## src/rtl/lpa_tile_scheduler.sv

```systemverilog
// Job sequencer for the linear processing array: splits one matmul descriptor into
// batch-tile-major tile commands, retires tiles from the result stream, and handles abort.
module lpa_tile_scheduler #(
  parameter int DIM_WIDTH       = 16,
  parameter int ID_WIDTH        = 8,
  parameter int MAX_OUTSTANDING = 4,
  parameter int RST_CYCLES      = 4,
  localparam int OW             = $clog2(MAX_OUTSTANDING + 1),
  localparam int RCW            = $clog2(RST_CYCLES + 1)
) (
  input  logic                 clk,
  input  logic                 rst_n,
  input  logic                 s_cfg_valid,
  output logic                 s_cfg_ready,
  input  logic [DIM_WIDTH-1:0] s_cfg_len,
  input  logic [DIM_WIDTH-1:0] s_cfg_out_tiles,
  input  logic [DIM_WIDTH-1:0] s_cfg_batch_tiles,
  output logic                 m_cmd_valid,
  input  logic                 m_cmd_ready,
  output logic [DIM_WIDTH-1:0] m_cmd_out_tile,
  output logic [DIM_WIDTH-1:0] m_cmd_batch_tile,
  output logic [DIM_WIDTH-1:0] m_cmd_len,
  output logic [ID_WIDTH-1:0]  m_cmd_id,
  input  logic                 snoop_tvalid,
  input  logic                 snoop_tready,
  input  logic                 snoop_tlast,
  input  logic                 err_unalligned_data,
  output logic                 lpa_rst,
  output logic                 busy,
  output logic                 done,
  output logic                 err_cfg,
  output logic                 err_abort,
  output logic [OW-1:0]        outstanding
);

  typedef enum logic [1:0] {IDLE, ISSUE, DRAIN, ABORT} state_t;

  localparam logic [OW-1:0]        MAX_O    = OW'(MAX_OUTSTANDING);
  localparam logic [RCW-1:0]       RST_LAST = RCW'(RST_CYCLES - 1);
  localparam logic [DIM_WIDTH-1:0] DIM_ONE  = DIM_WIDTH'(1);
  localparam logic [ID_WIDTH-1:0]  ID_ONE   = ID_WIDTH'(1);
  localparam logic [OW-1:0]        OUT_ONE  = OW'(1);

  state_t               state_q, state_d;
  logic [DIM_WIDTH-1:0] len_q, len_d;
  logic [DIM_WIDTH-1:0] nt_q, nt_d;
  logic [DIM_WIDTH-1:0] mt_q, mt_d;
  logic [DIM_WIDTH-1:0] out_idx_q, out_idx_d;
  logic [DIM_WIDTH-1:0] batch_idx_q, batch_idx_d;
  logic [ID_WIDTH-1:0]  id_q, id_d;
  logic [OW-1:0]        outstanding_q, outstanding_d;
  logic [RCW-1:0]       rst_cnt_q, rst_cnt_d;
  logic                 cfg_ready_q, cfg_ready_d;
  logic                 cmd_valid_q, cmd_valid_d;
  logic                 busy_q, busy_d;
  logic                 done_q, done_d;
  logic                 err_cfg_q, err_cfg_d;
  logic                 err_abort_q, err_abort_d;
  logic                 lpa_rst_q, lpa_rst_d;

  logic          cfg_hs;
  logic          cfg_bad;
  logic          cmd_hs;
  logic          retire;
  logic          out_wrap;
  logic          last_tile;
  logic [OW-1:0] outstanding_nx;

  always_comb begin
    cfg_hs    = s_cfg_valid & cfg_ready_q;
    cfg_bad   = (s_cfg_len == '0) | (s_cfg_out_tiles == '0) | (s_cfg_batch_tiles == '0);
    cmd_hs    = cmd_valid_q & m_cmd_ready;
    // Retires with nothing in flight are dropped so the counter cannot underflow.
    retire    = snoop_tvalid & snoop_tready & snoop_tlast & (outstanding_q != '0);
    out_wrap  = (out_idx_q == nt_q - DIM_ONE);
    last_tile = out_wrap & (batch_idx_q == mt_q - DIM_ONE);

    outstanding_nx = outstanding_q;
    if (cmd_hs && !retire) begin
      outstanding_nx = outstanding_q + OUT_ONE;
    end else if (!cmd_hs && retire) begin
      outstanding_nx = outstanding_q - OUT_ONE;
    end
  end

  always_comb begin
    state_d       = state_q;
    len_d         = len_q;
    nt_d          = nt_q;
    mt_d          = mt_q;
    out_idx_d     = out_idx_q;
    batch_idx_d   = batch_idx_q;
    id_d          = id_q;
    outstanding_d = outstanding_q;
    rst_cnt_d     = rst_cnt_q;
    cfg_ready_d   = cfg_ready_q;
    cmd_valid_d   = cmd_valid_q;
    busy_d        = busy_q;
    done_d        = 1'b0;
    err_cfg_d     = 1'b0;
    err_abort_d   = err_abort_q;
    lpa_rst_d     = lpa_rst_q;

    case (state_q)
      IDLE: begin
        if (cfg_hs) begin
          if (cfg_bad) begin
            err_cfg_d = 1'b1;
            done_d    = 1'b1;
          end else begin
            len_d         = s_cfg_len;
            nt_d          = s_cfg_out_tiles;
            mt_d          = s_cfg_batch_tiles;
            out_idx_d     = '0;
            batch_idx_d   = '0;
            id_d          = '0;
            outstanding_d = '0;
            err_abort_d   = 1'b0;
            cfg_ready_d   = 1'b0;
            busy_d        = 1'b1;
            cmd_valid_d   = 1'b1;
            state_d       = ISSUE;
          end
        end
      end

      ISSUE: begin
        if (err_unalligned_data) begin
          state_d       = ABORT;
          cmd_valid_d   = 1'b0;
          outstanding_d = '0;
          err_abort_d   = 1'b1;
          lpa_rst_d     = 1'b1;
          rst_cnt_d     = '0;
        end else begin
          outstanding_d = outstanding_nx;
          // Valid is recomputed from the post-update count so a freed slot is
          // offered on the very next cycle without a bubble.
          cmd_valid_d   = (outstanding_nx < MAX_O);
          if (cmd_hs) begin
            id_d = id_q + ID_ONE;
            if (out_wrap) begin
              out_idx_d   = '0;
              batch_idx_d = batch_idx_q + DIM_ONE;
            end else begin
              out_idx_d = out_idx_q + DIM_ONE;
            end
            if (last_tile) begin
              cmd_valid_d = 1'b0;
              state_d     = DRAIN;
            end
          end
        end
      end

      DRAIN: begin
        if (err_unalligned_data) begin
          state_d       = ABORT;
          cmd_valid_d   = 1'b0;
          outstanding_d = '0;
          err_abort_d   = 1'b1;
          lpa_rst_d     = 1'b1;
          rst_cnt_d     = '0;
        end else begin
          outstanding_d = outstanding_nx;
          if (outstanding_nx == '0) begin
            done_d      = 1'b1;
            busy_d      = 1'b0;
            cfg_ready_d = 1'b1;
            state_d     = IDLE;
          end
        end
      end

      ABORT: begin
        outstanding_d = '0;
        if (rst_cnt_q == RST_LAST) begin
          lpa_rst_d   = 1'b0;
          rst_cnt_d   = '0;
          done_d      = 1'b1;
          busy_d      = 1'b0;
          cfg_ready_d = 1'b1;
          state_d     = IDLE;
        end else begin
          rst_cnt_d = rst_cnt_q + RCW'(1);
        end
      end

      default: begin
        state_d = IDLE;
      end
    endcase
  end

  always_ff @(posedge clk or negedge rst_n) begin
    if (!rst_n) begin
      state_q       <= IDLE;
      len_q         <= '0;
      nt_q          <= '0;
      mt_q          <= '0;
      out_idx_q     <= '0;
      batch_idx_q   <= '0;
      id_q          <= '0;
      outstanding_q <= '0;
      rst_cnt_q     <= '0;
      cfg_ready_q   <= 1'b1;
      cmd_valid_q   <= 1'b0;
      busy_q        <= 1'b0;
      done_q        <= 1'b0;
      err_cfg_q     <= 1'b0;
      err_abort_q   <= 1'b0;
      lpa_rst_q     <= 1'b0;
    end else begin
      state_q       <= state_d;
      len_q         <= len_d;
      nt_q          <= nt_d;
      mt_q          <= mt_d;
      out_idx_q     <= out_idx_d;
      batch_idx_q   <= batch_idx_d;
      id_q          <= id_d;
      outstanding_q <= outstanding_d;
      rst_cnt_q     <= rst_cnt_d;
      cfg_ready_q   <= cfg_ready_d;
      cmd_valid_q   <= cmd_valid_d;
      busy_q        <= busy_d;
      done_q        <= done_d;
      err_cfg_q     <= err_cfg_d;
      err_abort_q   <= err_abort_d;
      lpa_rst_q     <= lpa_rst_d;
    end
  end

  assign s_cfg_ready      = cfg_ready_q;
  assign m_cmd_valid      = cmd_valid_q;
  assign m_cmd_out_tile   = out_idx_q;
  assign m_cmd_batch_tile = batch_idx_q;
  assign m_cmd_len        = len_q;
  assign m_cmd_id         = id_q;
  assign lpa_rst          = lpa_rst_q;
  assign busy             = busy_q;
  assign done             = done_q;
  assign err_cfg          = err_cfg_q;
  assign err_abort        = err_abort_q;
  assign outstanding      = outstanding_q;

endmodule

```

## config.mk

```make
export PLATFORM = sky130hd
export DESIGN_NAME = lpa_tile_scheduler
export DESIGN_NICKNAME = d
export VERILOG_FILES = /design/src/rtl/lpa_tile_scheduler.sv
export SDC_FILE = /design/constraint.sdc
export NUM_CORES = 1
export LEC_CHECK = 0
export ABC_AREA = 1
export BUFFER_PORTS_ARGS = -buffer_cell sky130_fd_sc_hd__buf_2
export CORE_ASPECT_RATIO = 0.6
export CORE_MARGIN = 4
export CORE_UTILIZATION = 45
export DETAILED_ROUTE_END_ITERATION = 16
export MAX_ROUTING_LAYER = met4
export PLACE_DENSITY = 0.67
export REMOVE_ABC_BUFFERS = 1
export SKIP_LAST_GASP = 1
export SLEW_MARGIN = 40
export SYNTH_ARGS = -nofsm -noshare
export SYNTH_HDL_FRONTEND = slang
export SYNTH_SLANG_ARGS = --single-unit
export TNS_END_PERCENT = 1
```

## constraint.sdc

```tcl
create_clock -name clk -period 2.39 [get_ports clk]
set_input_delay 0 -clock clk [delete_from_list [all_inputs] [get_ports clk]]
set_output_delay 0 -clock clk [all_outputs]
set_load 0.05 [all_outputs]
```

==> results.cfg <==
[grt]
grt_pass1_wl_mm = 30.2
grt_max_degree = 54
grt_usage_pct = 22.1
first_global_vias = 5819
antenna_found_initial = 0
grt_overflow = 0

[power]
p_switching_w = 0.000786
power.density_mw_per_mm2 = 409
power_frac_clock_pct = 43.4
power_frac_comb_pct = 6.4
swShare_pct = 22.6
p_int_w = 0.00270
p_leak_nw = 4.50
ir_drop_uv = 302
seqPwrFrac_pct = 50.2

[worst_setup_path]
arrival_ns = 2.48
crit_type = flop to flop
cp_cell_sequence = inv_2, ha_2, nand3_2, nor2_4, nand2_2, xor2_1, nand2_1, nor3_4, nand2_4, nand2_8, buf_12, nand3_1, nand2_1
cpPeakStageDelay_ns = 0.41
critical_path.startpoint_type = flop
endpoint_kind = flop
cp_common_cell = nand2_1
slowest_stage = dfrtp_1
cp.required_ns = 2.67
rr_worst_depth = 13
r2r_slack_ns = 0.19
crit_fanout = 13

[die]
rows = 34
die_x_um = 166
core_area_mm2 = 0.0145
initial_utilization_pct = 46.3
die_area_mm2 = 0.0170
ios = 122
die_h_um = 103

[synthesis]
synth_top_area_share_pct = 37.9
syn-cell-area_mm2 = 0.00673
ys_seq_area_share_pct = 38.3
syn_area_per_cell_um2 = 7.34
async_flop_share_pct = 100
ys_ff_latch = 103
syn_inst = 917
synth_area_leaders = dfrtp_1 (38%), nand2_1 (13%), inv_1 (7.1%)
synthFlopType = dfrtp_1
synthDistinctLibCells = 46
synth_top_area_cell = dfrtp_1
synth_edf_count = 0
synth_warnings = 0

[timing]
setup_viol_count_final = 0
hold_viol_final = 0
final.period_utilization_pct = 92.1
max_freq_mhz = 454
max_slew.worst_pin.slew_ns = 0.547
clock_skew_ns = 0.00601
rsz0062_at_grt = true
slew_headroom_pct = 63.2
finalMaxSlewViolations = 0
fin_setup_tns_ns = 0
min_period_ns = 2.20

[clock_tree]
clk_latency_ns = 0.34
cts_tree = yes
cts_root_buffer = clkbuf_16
numCtsBuffers = 9
cts.clk_slew.worst_paths_ns = 0.07
cts_max_level = 3
cts_num_sinks = 103
clockBufferDepth = 2

[finish]
num_antenna_cells = 0
final_cells = 1302
nets = 1169
area_delta_synth_final_pct = 26.5
drive_above_1_share_pct = 19.6

[run_status]
outcome = finished clean

[routing]
drc_errors = 0
vias = 6503
avgViaCountPerCell = 4.99
dr.pass1.iters = 5
wl_per_cell_um = 14.0
ant_nets = 0
drt-initial-drc-count = 554
totalWireLength_mm = 18.3

[placement]
hpwl_mm = 13.4
dp.cells = 1234
gp_congestion = 0.916
portBuffers = 121

[hold_path]
holdCritPathClass = primary input to flop
holdPathStages = 4

[job]
max-cap-violations = 0
## critical path, delay by kind of cell (launching register included)
kind | cells | cell delay [ns]
adders and majority gates | 1 | 0.21
DFF | 1 | 0.41
xor gates and xnor gates | 1 | 0.17
buffers and inverters | 2 | 0.21
and+or+nand+nor | 9 | 1.13
## power groups by stage
stage                     combinational [W]  clock [W]  sequential, W
after floorplan                   0.0000422          0        0.00180
after global placement             0.000159          0        0.00178
after detailed placement           0.000159          0        0.00178
after CTS                          0.000220    0.00156        0.00175
after global routing               0.000250    0.00162        0.00175
final                              0.000222    0.00151        0.00175
## path summary, 6_finish.rpt
| check | startpoint | endpoint |
|---|---|---|
| setup / recovery | nt_q[0] | m_cmd_batch_tile[11] |
| setup reg to reg | nt_q[0] | m_cmd_batch_tile[11] |
| min in group asynchronous | rst_n | nt_q[2] |
| max in group asynchronous | rst_n | mt_q[14] |
| hold / removal | err_unalligned_data | m_cmd_valid |
| hold reg to reg | m_cmd_len[4] | m_cmd_len[4] |
## sequential cells by signal (all words and copies together) (netlist names)
name	flops
outstanding	3
busy	1
done	1
nt_q	16
mt_q	16
s_cfg_ready	1
lpa_rst	1
err_cfg	1
m_cmd_id	8
state_q	2
m_cmd_valid	1
m_cmd_len	16
err_abort	1
m_cmd_batch_tile	16
rst_cnt_q	3
m_cmd_out_tile	16
## stage by stage
stage	cell area (um^2)	utilization, %	total power [W]	hold WS, ns	setup slack (ns)
2_1_floorplan	6620	-	0.00184	-0.296	-1.16
3_3_place_gp	7670	52.7	0.00194	-0.0384	0.104
3_5_place_dp	7670	52.7	0.00194	-0.0416	0.104
4_1_cts	8460	58.1	0.00353	0.0293	0.0793
5_1_grt	8520	58.5	0.00362	0.0542	-0.0194
6_report	8520	58.5	0.00349	0.0421	0.190
## synthesized netlist by cell type, types with 2 or more instances
master / n
nand2_8: 2
nand3_2: 4
buf_2: 4
o31ai_1: 5
or2_2: 2
nand2_2: 16
clkbuf_1: 14
nand3_1: 58
o22ai_1: 4
nand3b_1: 8
xnor2_1: 17
dfrtp_1: 102
o21ai_0: 65
nor3_1: 16
nand2_4: 3
nor2_2: 5
nand2_1: 228
nor2_4: 4
inv_2: 2
nor4_1: 7
nor2_1: 89
mux2_2: 8
ha_1: 14
a21oi_1: 14
xor2_1: 39
nand4_1: 41
inv_1: 127
## cells in the final DEF, fill, tap and decap left out, types with 6 or more instances in the layout
master and count:
buf_4 20, nand2_1 226, dlygate4sd3_1 49, a21oi_1 14, nor3_1 16, nor2_4 6, nand2_2 18, clkbuf_16 9
xor2_1 39, ha_1 12, o21ai_0 64, nand4_1 41, buf_2 120, inv_1 127, mux2_2 8, nand3_1 58
nand3b_1 8, nor4_1 7, nor2_1 87, dfrtp_1 102, xnor2_1 17
## layer usage
metal  GRT usage (%)  wire length, um  part of all wire (%)
met1            34.2             9730                    53
met2            30.9             7320                    40
met3            3.98             1180                   6.5
met4            2.60               59                  0.32
met5               -                0                     0
## repair_timing
item	CTS	global route
hold buffers	49	0
endpoints found under the setup margin	0	22
setup buffers	0	3
hold endpoints to repair	88	0
resized for setup	0	9
## layout make-up
| cell class | instances | area [um^2] |
|---|---|---|
| inverters | 130 | 488 |
| clock buffers | 11 | 243 |
| multi-input cells | 662 | 3580 |
| fillers | 1365 | 6030 |
| flip-flops and latches | 103 | 2580 |
| repair buffers | 193 | 1320 |
| well taps | 198 | 248 |
| clock inverters | 5 | 56.3 |
## kinds of logic after synthesis
logic type	count (synthesis)	share of synthesized area, %
compound gates	94	7.45
xor+xnor	56	7.28
fa+ha+maj	14	2.60
buf+inv	152	8.88
flops	103	38.3
mux	8	1.34
simple gates	490	34.1
Power figures use the tool's default switching activity.
